--- src/rtl/rv_mem_pkg.sv ---
// Shared memory-op encodings, RV32I load/store funct3 values and LSU FSM states.
package rv_mem_pkg;

   typedef enum logic [1:0] {
      MEM_DISABLE   = 2'b00,
      MEM_READ_SEXT = 2'b01,
      MEM_READ_ZEXT = 2'b10,
      MEM_WRITE     = 2'b11
   } mem_op_e;

   localparam logic [2:0] F3_B  = 3'b000;
   localparam logic [2:0] F3_H  = 3'b001;
   localparam logic [2:0] F3_W  = 3'b010;
   localparam logic [2:0] F3_BU = 3'b100;
   localparam logic [2:0] F3_HU = 3'b101;

   typedef enum logic [2:0] {
      StIdle,
      StRd,
      StRdWait,
      StWr,
      StResp
   } lsu_state_e;

   function automatic logic f3_legal(input logic store, input logic [2:0] funct3);
      if (store) return funct3 inside {F3_B, F3_H, F3_W};
      return funct3 inside {F3_B, F3_H, F3_W, F3_BU, F3_HU};
   endfunction

   function automatic logic is_misaligned(input logic [2:0] funct3, input logic [1:0] lane);
      unique case (funct3)
         F3_H, F3_HU: return lane[0];
         F3_W:        return lane != 2'b00;
         default:     return 1'b0;
      endcase
   endfunction

endpackage

--- src/rtl/load_store_unit_if.sv ---
// Execute-side request/response and memory B-port signals of the LSU.
// master is the LSU's view; slave is the execute stage plus memory.
interface load_store_unit_if;
   logic        req_valid;
   logic        req_ready;
   logic        req_store;
   logic [2:0]  req_funct3;
   logic [31:0] req_addr;
   logic [31:0] req_wdata;
   logic [4:0]  req_rd;
   logic        resp_valid;
   logic        resp_we;
   logic [4:0]  resp_rd;
   logic [31:0] resp_rdata;
   logic        resp_err;
   logic [1:0]  memOp;
   logic [31:0] addrB;
   logic [31:0] dinB;
   logic [31:0] doutB;
   logic        bValid;
   logic        NOTready;

   modport master (
      input  req_valid, req_store, req_funct3, req_addr, req_wdata, req_rd,
      input  doutB, bValid, NOTready,
      output req_ready, resp_valid, resp_we, resp_rd, resp_rdata, resp_err,
      output memOp, addrB, dinB
   );

   modport slave (
      output req_valid, req_store, req_funct3, req_addr, req_wdata, req_rd,
      output doutB, bValid, NOTready,
      input  req_ready, resp_valid, resp_we, resp_rd, resp_rdata, resp_err,
      input  memOp, addrB, dinB
   );
endinterface

--- src/rtl/lsu_lane_align.sv ---
// Combinational lane logic: extract+extend loaded byte/half, merge sub-word store into a word.
module lsu_lane_align
   import rv_mem_pkg::*;
(
   input  logic [2:0]  funct3_i,
   input  logic [1:0]  lane_i,
   input  logic [31:0] word_i,
   input  logic [31:0] wdata_i,
   output logic [31:0] load_data_o,
   output logic [31:0] store_word_o
);

   logic [7:0]  byte_sel;
   logic [15:0] half_sel;

   always_comb begin
      byte_sel = word_i[{lane_i, 3'b000} +: 8];
      // Halfword lane ignores bit 0, which aligns a misaligned half down.
      half_sel = lane_i[1] ? word_i[31:16] : word_i[15:0];

      case (funct3_i)
         F3_B:    load_data_o = {{24{byte_sel[7]}}, byte_sel};
         F3_BU:   load_data_o = {24'h0, byte_sel};
         F3_H:    load_data_o = {{16{half_sel[15]}}, half_sel};
         F3_HU:   load_data_o = {16'h0, half_sel};
         default: load_data_o = word_i;
      endcase

      store_word_o = wdata_i;
      case (funct3_i)
         F3_B: begin
            store_word_o = word_i;
            store_word_o[{lane_i, 3'b000} +: 8] = wdata_i[7:0];
         end
         F3_H: begin
            store_word_o = word_i;
            store_word_o[{lane_i[1], 4'b0000} +: 16] = wdata_i[15:0];
         end
         default: store_word_o = wdata_i;
      endcase
   end

endmodule

--- src/rtl/load_store_unit.sv ---
// RV32I load/store unit driving the word-addressed memory B port; one access outstanding.
// Optional LSU_MISALIGN_TRAP_EN: misaligned H/W requests error out instead of aligning down.
module load_store_unit
   import rv_mem_pkg::*;
#(
   parameter int unsigned WAIT_LIMIT = 16
) (
   input logic               clk,
   input logic               reset,
   load_store_unit_if.master bus
);

   localparam logic [3:0] LastCnt = 4'(WAIT_LIMIT - 1);

   lsu_state_e  state_q, state_d;
   logic        store_q, store_d;
   logic [2:0]  f3_q, f3_d;
   logic [31:0] addr_q, addr_d;
   logic [31:0] wdata_q, wdata_d;
   logic [4:0]  rd_q, rd_d;
   logic [31:0] data_q, data_d;
   logic        err_q, err_d;
   logic [3:0]  cnt_q, cnt_d;

   logic        trap;
   logic [31:0] load_data;
   logic [31:0] store_word;

`ifdef LSU_MISALIGN_TRAP_EN
   assign trap = is_misaligned(bus.req_funct3, bus.req_addr[1:0]);
`else
   assign trap = 1'b0;
`endif

   lsu_lane_align u_lane_align (
      .funct3_i     (f3_q),
      .lane_i       (addr_q[1:0]),
      .word_i       (data_q),
      .wdata_i      (wdata_q),
      .load_data_o  (load_data),
      .store_word_o (store_word)
   );

   always_ff @(posedge clk) begin
      if (reset) begin
         state_q <= StIdle;
         store_q <= 1'b0;
         f3_q    <= 3'b000;
         addr_q  <= 32'h0;
         wdata_q <= 32'h0;
         rd_q    <= 5'd0;
         data_q  <= 32'h0;
         err_q   <= 1'b0;
         cnt_q   <= 4'd0;
      end else begin
         state_q <= state_d;
         store_q <= store_d;
         f3_q    <= f3_d;
         addr_q  <= addr_d;
         wdata_q <= wdata_d;
         rd_q    <= rd_d;
         data_q  <= data_d;
         err_q   <= err_d;
         cnt_q   <= cnt_d;
      end
   end

   always_comb begin
      state_d = state_q;
      store_d = store_q;
      f3_d    = f3_q;
      addr_d  = addr_q;
      wdata_d = wdata_q;
      rd_d    = rd_q;
      data_d  = data_q;
      err_d   = err_q;
      cnt_d   = cnt_q;

      unique case (state_q)
         StIdle: begin
            cnt_d = 4'd0;
            if (bus.req_valid) begin
               store_d = bus.req_store;
               f3_d    = bus.req_funct3;
               addr_d  = bus.req_addr;
               wdata_d = bus.req_wdata;
               rd_d    = bus.req_rd;
               data_d  = 32'h0;
               err_d   = 1'b0;
               if (!f3_legal(bus.req_store, bus.req_funct3) || trap) begin
                  err_d   = 1'b1;
                  state_d = StResp;
               end else if (bus.req_store && bus.req_funct3 == F3_W) begin
                  state_d = StWr;
               end else begin
                  state_d = StRd;
               end
            end
         end
         StRd: begin
            if (!bus.NOTready) state_d = StRdWait;
         end
         StRdWait: begin
            cnt_d = cnt_q + 4'd1;
            if (bus.bValid) begin
               data_d  = bus.doutB;
               state_d = store_q ? StWr : StResp;
            end else if (cnt_q == LastCnt) begin
               err_d   = 1'b1;
               data_d  = 32'h0;
               state_d = StResp;
            end
         end
         StWr: begin
            if (!bus.NOTready) state_d = StResp;
         end
         StResp: state_d = StIdle;
         default: state_d = StIdle;
      endcase
   end

   always_comb begin
      bus.req_ready  = (state_q == StIdle);
      bus.memOp      = MEM_DISABLE;
      bus.addrB      = 32'h0;
      bus.dinB       = 32'h0;
      bus.resp_valid = 1'b0;
      bus.resp_we    = 1'b0;
      bus.resp_rd    = 5'd0;
      bus.resp_rdata = 32'h0;
      bus.resp_err   = 1'b0;

      unique case (state_q)
         StRd: begin
            // RMW reads zero-extend; extension is redone here anyway.
            bus.memOp = (store_q || f3_q == F3_BU || f3_q == F3_HU) ? MEM_READ_ZEXT
                                                                     : MEM_READ_SEXT;
            bus.addrB = {addr_q[31:2], 2'b00};
         end
         StWr: begin
            bus.memOp = MEM_WRITE;
            bus.addrB = {addr_q[31:2], 2'b00};
            bus.dinB  = store_word;
         end
         StResp: begin
            bus.resp_valid = 1'b1;
            bus.resp_err   = err_q;
            bus.resp_rd    = rd_q;
            bus.resp_we    = !err_q && !store_q && (rd_q != 5'd0);
            bus.resp_rdata = (!err_q && !store_q) ? load_data : 32'h0;
         end
         default: ;
      endcase
   end

endmodule
--- src/flat_wrapper.sv ---
// flat-port wrapper written by rule: the top's interface ports become plain ports
module load_store_unit_flat import rv_mem_pkg::*;
#(
   parameter int unsigned WAIT_LIMIT = 16
)
  (clk, reset, bus_req_valid, bus_req_store, bus_req_funct3, bus_req_addr, bus_req_wdata, bus_req_rd, bus_doutB, bus_bValid, bus_NOTready, bus_req_ready, bus_resp_valid, bus_resp_we, bus_resp_rd, bus_resp_rdata, bus_resp_err, bus_memOp, bus_addrB, bus_dinB);
  load_store_unit_if bus_i ();
  input logic clk;
  input logic reset;
  input wire logic [$bits(bus_i.req_valid)-1:0] bus_req_valid;
  input wire logic [$bits(bus_i.req_store)-1:0] bus_req_store;
  input wire logic [$bits(bus_i.req_funct3)-1:0] bus_req_funct3;
  input wire logic [$bits(bus_i.req_addr)-1:0] bus_req_addr;
  input wire logic [$bits(bus_i.req_wdata)-1:0] bus_req_wdata;
  input wire logic [$bits(bus_i.req_rd)-1:0] bus_req_rd;
  input wire logic [$bits(bus_i.doutB)-1:0] bus_doutB;
  input wire logic [$bits(bus_i.bValid)-1:0] bus_bValid;
  input wire logic [$bits(bus_i.NOTready)-1:0] bus_NOTready;
  output wire logic [$bits(bus_i.req_ready)-1:0] bus_req_ready;
  output wire logic [$bits(bus_i.resp_valid)-1:0] bus_resp_valid;
  output wire logic [$bits(bus_i.resp_we)-1:0] bus_resp_we;
  output wire logic [$bits(bus_i.resp_rd)-1:0] bus_resp_rd;
  output wire logic [$bits(bus_i.resp_rdata)-1:0] bus_resp_rdata;
  output wire logic [$bits(bus_i.resp_err)-1:0] bus_resp_err;
  output wire logic [$bits(bus_i.memOp)-1:0] bus_memOp;
  output wire logic [$bits(bus_i.addrB)-1:0] bus_addrB;
  output wire logic [$bits(bus_i.dinB)-1:0] bus_dinB;
  assign bus_i.req_valid = bus_req_valid;
  assign bus_i.req_store = bus_req_store;
  assign bus_i.req_funct3 = bus_req_funct3;
  assign bus_i.req_addr = bus_req_addr;
  assign bus_i.req_wdata = bus_req_wdata;
  assign bus_i.req_rd = bus_req_rd;
  assign bus_i.doutB = bus_doutB;
  assign bus_i.bValid = bus_bValid;
  assign bus_i.NOTready = bus_NOTready;
  assign bus_req_ready = bus_i.req_ready;
  assign bus_resp_valid = bus_i.resp_valid;
  assign bus_resp_we = bus_i.resp_we;
  assign bus_resp_rd = bus_i.resp_rd;
  assign bus_resp_rdata = bus_i.resp_rdata;
  assign bus_resp_err = bus_i.resp_err;
  assign bus_memOp = bus_i.memOp;
  assign bus_addrB = bus_i.addrB;
  assign bus_dinB = bus_i.dinB;
  load_store_unit #(.WAIT_LIMIT(WAIT_LIMIT)) u_core (.clk(clk), .reset(reset), .bus(bus_i));
endmodule
--- config.mk ---
export PLATFORM = sky130hd
export DESIGN_NAME = load_store_unit_flat
export DESIGN_NICKNAME = d
export VERILOG_FILES = /design/src/rtl/rv_mem_pkg.sv /design/src/rtl/load_store_unit_if.sv /design/src/rtl/lsu_lane_align.sv /design/src/rtl/load_store_unit.sv /design/src/flat_wrapper.sv
export SDC_FILE = /design/constraint.sdc
export NUM_CORES = 1
export LEC_CHECK = 0
export BUFFER_PORTS_ARGS = -buffer_cell sky130_fd_sc_hd__buf_4
export CORE_MARGIN = 1
export CORE_UTILIZATION = 57
export CTS_BUF_LIST = sky130_fd_sc_hd__clkbuf_8
export DETAILED_ROUTE_END_ITERATION = 8
export MAX_ROUTING_LAYER = met4
export PLACE_DENSITY_LB_ADDON = 0.1
export SYNTH_ARGS = -nofsm -noshare
export SYNTH_HDL_FRONTEND = slang
export SYNTH_HIERARCHICAL = 1
export SYNTH_SLANG_ARGS = --single-unit
--- constraint.sdc ---
create_clock -name clk -period 4.99 [get_ports clk]
set_input_delay 0.7485 -clock clk [delete_from_list [all_inputs] [get_ports clk]]
set_output_delay 0.7485 -clock clk [all_outputs]
set_load 0.02 [all_outputs]
==> results.md, run 1 <==
- The tree is rooted in a clkbuf_8.
- The worst-case IR drop observed on VDD is 320.3 uV.
- The worst setup path is captured at a primary output.
- In this run the mean area of a mapped cell was 7.730 um2.
- The HPWL reported at the end of detailed placement is 13640 um.
- After detailed routing, the average wire length per cell comes to 17.23 um.
- The register bit count reported by yosys is 113.
- Setup repair after global routing left no endpoint under its margin.
- The number of hold buffers added after cts is 0.
- Across the run, the number of max-cap violations was 0.
- The clock passes through at most 2 buffers.
- Of the available clock period, the critical path in the final layout requires 0.8040.
- The slew of the pin with the lowest slew margin is 1.216 ns.
- The register-to-register setup slack is 2.62 ns.
- Counting every instance in the synthesized netlist gives 832.
- The synthesized netlist occupies a cell area of 0.006431 mm2.
- The analysis attributes to cell leakage a power of 0.003802 uW.
- Entering global routing, the biggest net connects 85 pins.
- On the final layout, the worst clock skew is 0.01518 ns.
- For this run, the detailed router's first-pass iteration total came to 5.
- The final-report max-slew violation count is 0.
- Input and output buffers added on the ports amount to 214.
- The worst hold path belongs to the class flip-flop to flip-flop.
- The critical path start-end classification is flip-flop to primary output.
- In this run the count of I/O pins placed on the die edge is 217.
- The proportion of layout cells with a drive suffix above 1 is 0.2725.
- The clock tree from TritonCTS is yes.
- The power density relative to cell area is 391.3 mW/mm2.
- The initial antenna violation count is 0.
- The leading area contributor after synthesis is dfxtp_1.
- The hold slack is 0.4506 ns.
- The number of vias in the routed layout is 6771.
- Based on the critical path, the design can be clocked at up to 0.2493 GHz.
- From bottom edge to top edge, the die measures 108.2 um.
- In this run, synthesis inferred 0 flip-flops with an integrated enable.
- The number of H-tree levels is 4.
- The via count of the first global-routing pass is 6108.
- The DRC violation count after routing is 0.
- The most common cell after layout, fill and taps aside is buf_4.
- The die covers 0.01171 mm2.
- The number of rows in the core area is 38.
- Using the TritonRoute via totals, the vias-per-cell ratio works out to 5.837.
- The top cell types in the final layout, fill and taps aside, are buf_4 (224), nand2_1 (200), dfxtp_1 (113).
- Yosys printed 6 warnings.
- The worst register-to-register path has a depth of 5.
- The most used flip-flop cell after synthesis is dfxtp_1.
- The total number of nets in the final design is 1123.
- The number of clock buffers added by TritonCTS is 17.
- The tightest slew margin relative to the limit is 0.1878.
- Data on the critical path is required at its endpoint by 4.24 ns.
- The count of nets left with antenna violations once routing finished came out at 0.
- The number of library cell types mapped by synthesis is 59.
- The flow ran to the end, and the final reports show no timing, DRC or antenna violations.
- The terminating pin of the worst hold path is u_core/addr_q[11].
- The number of hold-slack violations in the final timing report is 0.
- The final RePlAce weighted congestion is 0.9708.
- The later-pin clock latency in the skew report is 0.44 ns.
- The origin of the worst min-delay path is u_core/addr_q[11].
- The area growth from synthesis to layout is 30.78%.
- The first global-routing pass estimated 30890 um of wire.
- The endpoint of the lowest-slack register-to-register path is u_core/addr_q[1].
- The clock period could shrink to 4.012 ns.
- The fraction of synthesized cell area taken by the top area cell type is 0.3518.
- The global route total overflow is 0.
- Clock tree synthesis found a total of 113 sinks.
- Along the worst path, the maximum fanout reaches 16.
- In the post-synthesis netlist, the biggest area contributors are dfxtp_1 (35%), nand2_1 (12%), a21oi_1 (7.5%).
- Setup violations remaining at the end of the flow were counted as 0.
- In the final timing run, aggregate negative setup slack is 0 ns.
- The number of violations reported at the end of detailed-routing iteration 0 is 651.
- The total area inside the core boundary comes to 0.01094 mm2.
- The arrival time of data at the critical path endpoint is 3.26 ns.
- Post-CTS timing repair inserted 0 buffers for setup.
- Measured along the x axis, the die boundary spans 108.2 um.
- The share of flip-flops with an asynchronous set or reset after synthesis is 0.
- After clock tree synthesis, the clock-pin slew on the worst setup and hold paths is 0.07 ns.
- STA classifies the critical path startpoint as a flip-flop.
- The starting utilization of the core area is 0.5881.
- The number of gates resized after CTS was 0.
- The startpoint of the most critical register-to-register path is u_core/state_q[2].
- The number of cells on the worst hold path is 2.
- The share of the yosys chip area belonging to registers is 0.3518.
- The number of antenna diodes in the final layout is 0.
- The overall fraction of global-route tracks in use is 0.3547.
- The final layout contains routed wiring with a total length of 19980 um.
==> synthesized netlist by cell type, types with 6 or more instances <==
library cell	n
a211oi_1	14
a21oi_1	96
a221o_1	9
a221oi_1	15
a22o_1	49
and2_1	64
and3_1	38
buf_2	17
buf_6	6
clkbuf_1	33
dfxtp_1	113
ha_1	6
mux2i_1	20
nand2_1	201
nand2b_1	8
nand3_1	9
nor2_1	28
nor3_1	6
o21ai_0	19
or3_1	10
==> worst max-delay path by stage <==
| stage | slack (ns) | start | endpoint |
|---|---|---|---|
| floorplan | 2.19 | u_core/addr_q[1] | bus_dinB[24] |
| global placement | 1.58 | u_core/addr_q[1] | bus_dinB[28] |
| detailed placement | 1.52 | u_core/addr_q[1] | bus_dinB[26] |
| CTS | 1.03 | u_core/addr_q[1] | bus_dinB[28] |
| global route | 0.72 | u_core/addr_q[1] | bus_dinB[28] |
| finish | 0.98 | u_core/addr_q[1] | bus_dinB[26] |
==> worst max-delay path: stages (launching register included) <==
cell and delay (ns):
dfxtp_1 0.73, inv_1 0.32, ha_1 0.43, nor4_4 0.53
a221oi_1 0.17, a211oi_1 0.31, and3_1 0.20, buf_4 0.14
==> power breakdown <==
group          internal [uW]  switching (uW)
Clock                    593             396
Sequential              1030             160
Combinational            422             690
Total                   2040            1250
==> routing by layer <==
layer,share of wire,global-route usage
met4,0.030,0.1389
met5,0,-
met1,0.40,0.4347
met2,0.47,0.5610
met3,0.094,0.08559
==> sequential cells by signal (all words and copies together) (netlist names) <==
name and flops:
u_core/store_q 1, u_core/err_q 1, u_core/rd_q 5, u_core/cnt_q 4, u_core/f3_q 3, u_core/state_q 3
u_core/data_q 32, u_core/addr_q 32, u_core/wdata_q 32
==> cells by family (layout without fill, tap and decap cells) <==
group / count (synthesis) / in the layout / synth area share
and+or+nand+nor: 384 / 384 / 0.2982
muxes: 26 / 26 / 0.04338
DFF: 113 / 113 / 0.3518
AOI/OAI and AO/OA: 225 / 225 / 0.2356
buffers and inverters: 77 / 264 / 0.05875
other: 1 / 2 / 0.0005831
adders and majority gates: 6 / 6 / 0.01167
==> through the flow <==
step | area (um2) | util | setup WS [ns] | power (uW) | cells
global placement | 7959 | 0.7278 | 1.578 | 2272 | 1128
global route | 8411 | 0.7691 | 0.7157 | 3463 | 1160
detailed placement | 7959 | 0.7278 | 1.519 | 2293 | 1128
CTS | 8411 | 0.7691 | 1.034 | 3281 | 1160
finish | 8411 | 0.7691 | 0.9780 | 3291 | 1160
floorplan | 6435 | - | 2.187 | 1976 | 833
==> final cells by class <==
type,instances,area (um2)
multi-input cells,643,3810
fillers,873,2525
flip-flops and latches,113,2262
repair buffers,224,1682
clock buffers,17,234.0
clock inverters,15,217.7
well taps,140,175.2
inverters,8,30.03
Power figures use the tool's default switching activity.
==> run 2, diff against run 1 <==
--- a/config.mk
+++ b/config.mk
@@ -7,7 +7,7 @@
 export LEC_CHECK = 0
 export BUFFER_PORTS_ARGS = -buffer_cell sky130_fd_sc_hd__buf_4
 export CORE_MARGIN = 1
-export CORE_UTILIZATION = 57
+export CORE_UTILIZATION = 53
 export CTS_BUF_LIST = sky130_fd_sc_hd__clkbuf_8
 export DETAILED_ROUTE_END_ITERATION = 8
 export MAX_ROUTING_LAYER = met4
==> constraint.sdc (replaced) <==
create_clock -name clk -period 3.95 [get_ports clk]
set_input_delay 0.5925 -clock clk [delete_from_list [all_inputs] [get_ports clk]]
set_output_delay 0.5925 -clock clk [all_outputs]
set_load 0.02 [all_outputs]
==> results.md, run 2 (synthesis results as in run 1) <==
- The y dimension of the die came to 112.2 um (was 108.2 um).
- The count of max-cap constraint violations is 0 (unchanged).
- The die span in x was 112.2 um (was 108.2 um).
- The total number of nets in the final design is 1125 (was 1123).
- The proportion of layout cells with a drive suffix above 1 is 0.2720 (was 0.2725).
- The area growth from synthesis to layout came to 30.47% (was 30.78%).
- The count of buffers added by post-CTS timing repair for setup is 0 (unchanged).
- The largest clock skew in the final design is 0.01565 ns (was 0.01518 ns).
- The later-pin clock latency in the skew report came to 0.45 ns (was 0.44 ns).
- The clock tree from TritonCTS is yes (unchanged).
- The CTS buffer count came to 17 (unchanged).
- The placeable core region is 0.01161 mm2 (was 0.01094 mm2).
- The pin count of the biggest net entering global routing is 85 (unchanged).
- The quantity of I/O buffers inserted on ports is 214 (unchanged).
- The detail-routed net length per standard cell is 17.30 um (was 17.23 um).
- The maximum clock frequency is 0.2808 GHz.
- The required arrival time at the worst endpoint is 3.36 ns (was 4.24 ns).
- The global route total overflow is 0 (unchanged).
- The detailed-routing iteration count for the pre-antenna-repair pass is 8 (was 5).
- The most common cell after layout, fill and taps aside is buf_4 (unchanged).
- The die outline area is 0.01258 mm2 (was 0.01171 mm2).
- The critical-path maximum fanout was 40 (was 16).
- The remaining number of nets flagged by the antenna check after routing is 0 (unchanged).
- The slew of the pin with the lowest slew margin is 0.8896 ns (was 1.216 ns).
- The number of hold buffers added after cts was 0 (unchanged).
- The DRC violation count after routing came to 14 (was 0).
- The number of violations reported at the end of detailed-routing iteration 0 is 840 (was 651).
- The starting utilization of the core area is 0.5538 (was 0.5881).
- The critical path start-end classification is flip-flop to primary output (unchanged).
- The final count of negative-setup-slack endpoints is 0 (unchanged).
- The checks that failed: DRC.
- The number of rows in the core area is 39 (was 38).
- The setup slack after placement is 0.9339 ns (was 1.519 ns).
- The area taken by multi-input logic gates is 0.003810 mm2 (unchanged).
- The highest cell delay on the worst timing path is 0.46 ns (was 0.73 ns).
- Result of the run: complete, but fails checks (was completed).
- The aggregate negative setup slack came to 0 ns (unchanged).
- The number of vias in the routed layout is 6741 (was 6771).
- The critical path's slowest cell is buf_4 (was dfxtp_1).
- The global-route wire length before repair is 31090 um (was 30890 um).
- The kind of start point of the critical path was a flip-flop (unchanged).
- The combined flip-flop and latch cell area is 0.002262 mm2 (unchanged).
- The peak supply drop is 292.9 uV (was 320.3 uV).
- The arrival time of data at the critical path endpoint is 2.97 ns (was 3.26 ns).
- The number of hold-slack violations in the final timing report came to 0 (unchanged).
- The HPWL reported at the end of detailed placement is 13760 um (was 13640 um).
- The routed wire length is 20160 um (was 19980 um).
- The post-route non-filler standard cell count was 1165 (was 1160).
- The overall fraction of global-route tracks in use is 0.3260 (was 0.3547).
- The largest delay contributor family on the critical path is buffers and inverters (was flip-flops).
- The post-route standard cell area excluding fillers came to 0.008391 mm2 (was 0.008411 mm2).
- The final-report max-slew violation count came to 0 (unchanged).
- The static power due to leakage is 0.003803 uW (was 0.003802 uW).
- The number of ports placed on the die boundary is 217 (unchanged).
- The clock-pin slew of the registers on the worst-case setup and hold paths is 0.07 ns (about the same).
- The initial antenna violation count is 0 (unchanged).
- Critical-path cell list: buf_4 -> ha_1 -> clkinv_1 -> nor4_4 -> a221oi_1 -> a211oi_1 -> and3_1 -> buf_4 (was inv_1 -> ha_1 -> nor4_4 -> a221oi_1 -> a211oi_1 -> and3_1 -> buf_4).
- The cell at the root of the clock tree was clkbuf_8 (unchanged).
- The final RePlAce weighted congestion is 0.9395 (was 0.9708).
- The cell that appears most often on the critical path is buf_4.
- The number of fill cells in the layout is 1040 (was 873).
- The total power consumption of the routed design is 4058 uW (was 3291 uW).
- The average via count per standard cell is 5.786 (was 5.837).
- The total inserted antenna cells was 0 (unchanged).
- Most used cells in the layout excluding fill and tap cells: buf_4 (226), nand2_1 (200), dfxtp_1 (113) (was buf_4 (224), nand2_1 (200), dfxtp_1 (113)).
- The clock sink count was 113 (unchanged).
- The number of placed cells counting well taps was 1133 (was 1128).
- The final cycle utilization of the critical path is 0.9017.
- RSZ-0062 raised after global routing: no (unchanged).
- The number of gates given a new drive strength after cts is 0 (unchanged).
- The maximum clock path buffer count is 2 (unchanged).
- The via count of the first global-routing pass is 5933 (was 6108).
- The power density relative to cell area is 483.6 mW/mm2 (was 391.3 mW/mm2).
- The endpoint class of the critical path is a primary output (unchanged).
- The number of buffers and inverters on the critical path is 3 (was 2).
- The number of H-tree levels came to 4 (unchanged).
- The class of the most critical hold timing path is input port to flip-flop (was flip-flop to flip-flop).
- The instance area at placement was 0.007978 mm2 (was 0.007959 mm2).
- Largest registers: u_core/addr_q x32, u_core/data_q x32, u_core/wdata_q x32 (unchanged).
- The clock period minus worst slack is 3.562 ns.
- The worst-case setup margin in the final layout was 0.3884 ns (was 0.9780 ns).
- The tightest slew margin relative to the limit is 0.4069 (was 0.1878).
[run 2: final timing paths]
check	start	to	slack (ns)	depth (start not counted)
worst max-delay path	u_core/addr_q[1]	bus_dinB[27]	0.39	8
worst min-delay path	bus_doutB[26]	u_core/data_q[26]	0.36	2
worst min register to register	u_core/addr_q[2]	u_core/addr_q[2]	0.45	2
worst max register to register	u_core/state_q[1]	u_core/addr_q[1]	1.85	6
[run 2: final cells by class]
| class | instances | share of cell area |
|---|---|---|
| multi-input cells | 643 | 0.4541 |
| flip-flops and latches | 113 | 0.2696 |
| repair buffers | 226 | 0.2022 |
| clock buffers | 17 | 0.02789 |
| clock inverters | 15 | 0.02132 |
| well taps | 143 | 0.02132 |
| inverters | 8 | 0.003579 |
[run 2: per-layer routing]
layer	track usage	vias to the layer above	routed length [um]
met5	-	-	0
met4	0.1324	0	411
met3	0.07883	34	1920
met2	0.4836	352	9177
met1	0.4259	3076	8647
li1	-	3279	-
[run 2: through the flow]
stage            util  hold slack (ns)
2_1_floorplan       -           0.4317
3_3_place_gp   0.6869           0.4370
3_5_place_dp   0.6869           0.4418
4_1_cts        0.7225           0.3277
5_1_grt        0.7225           0.3485
6_report       0.7225           0.3604
[run 2: where the power goes]
group / switching [uW] / internal (uW) / total [uW] / leakage [uW]
Sequential: 187 / 1300 / 1490 / 0.000922
Combinational: 879 / 540 / 1420 / 0.00265
Clock: 479 / 673 / 1150 / 0.000226
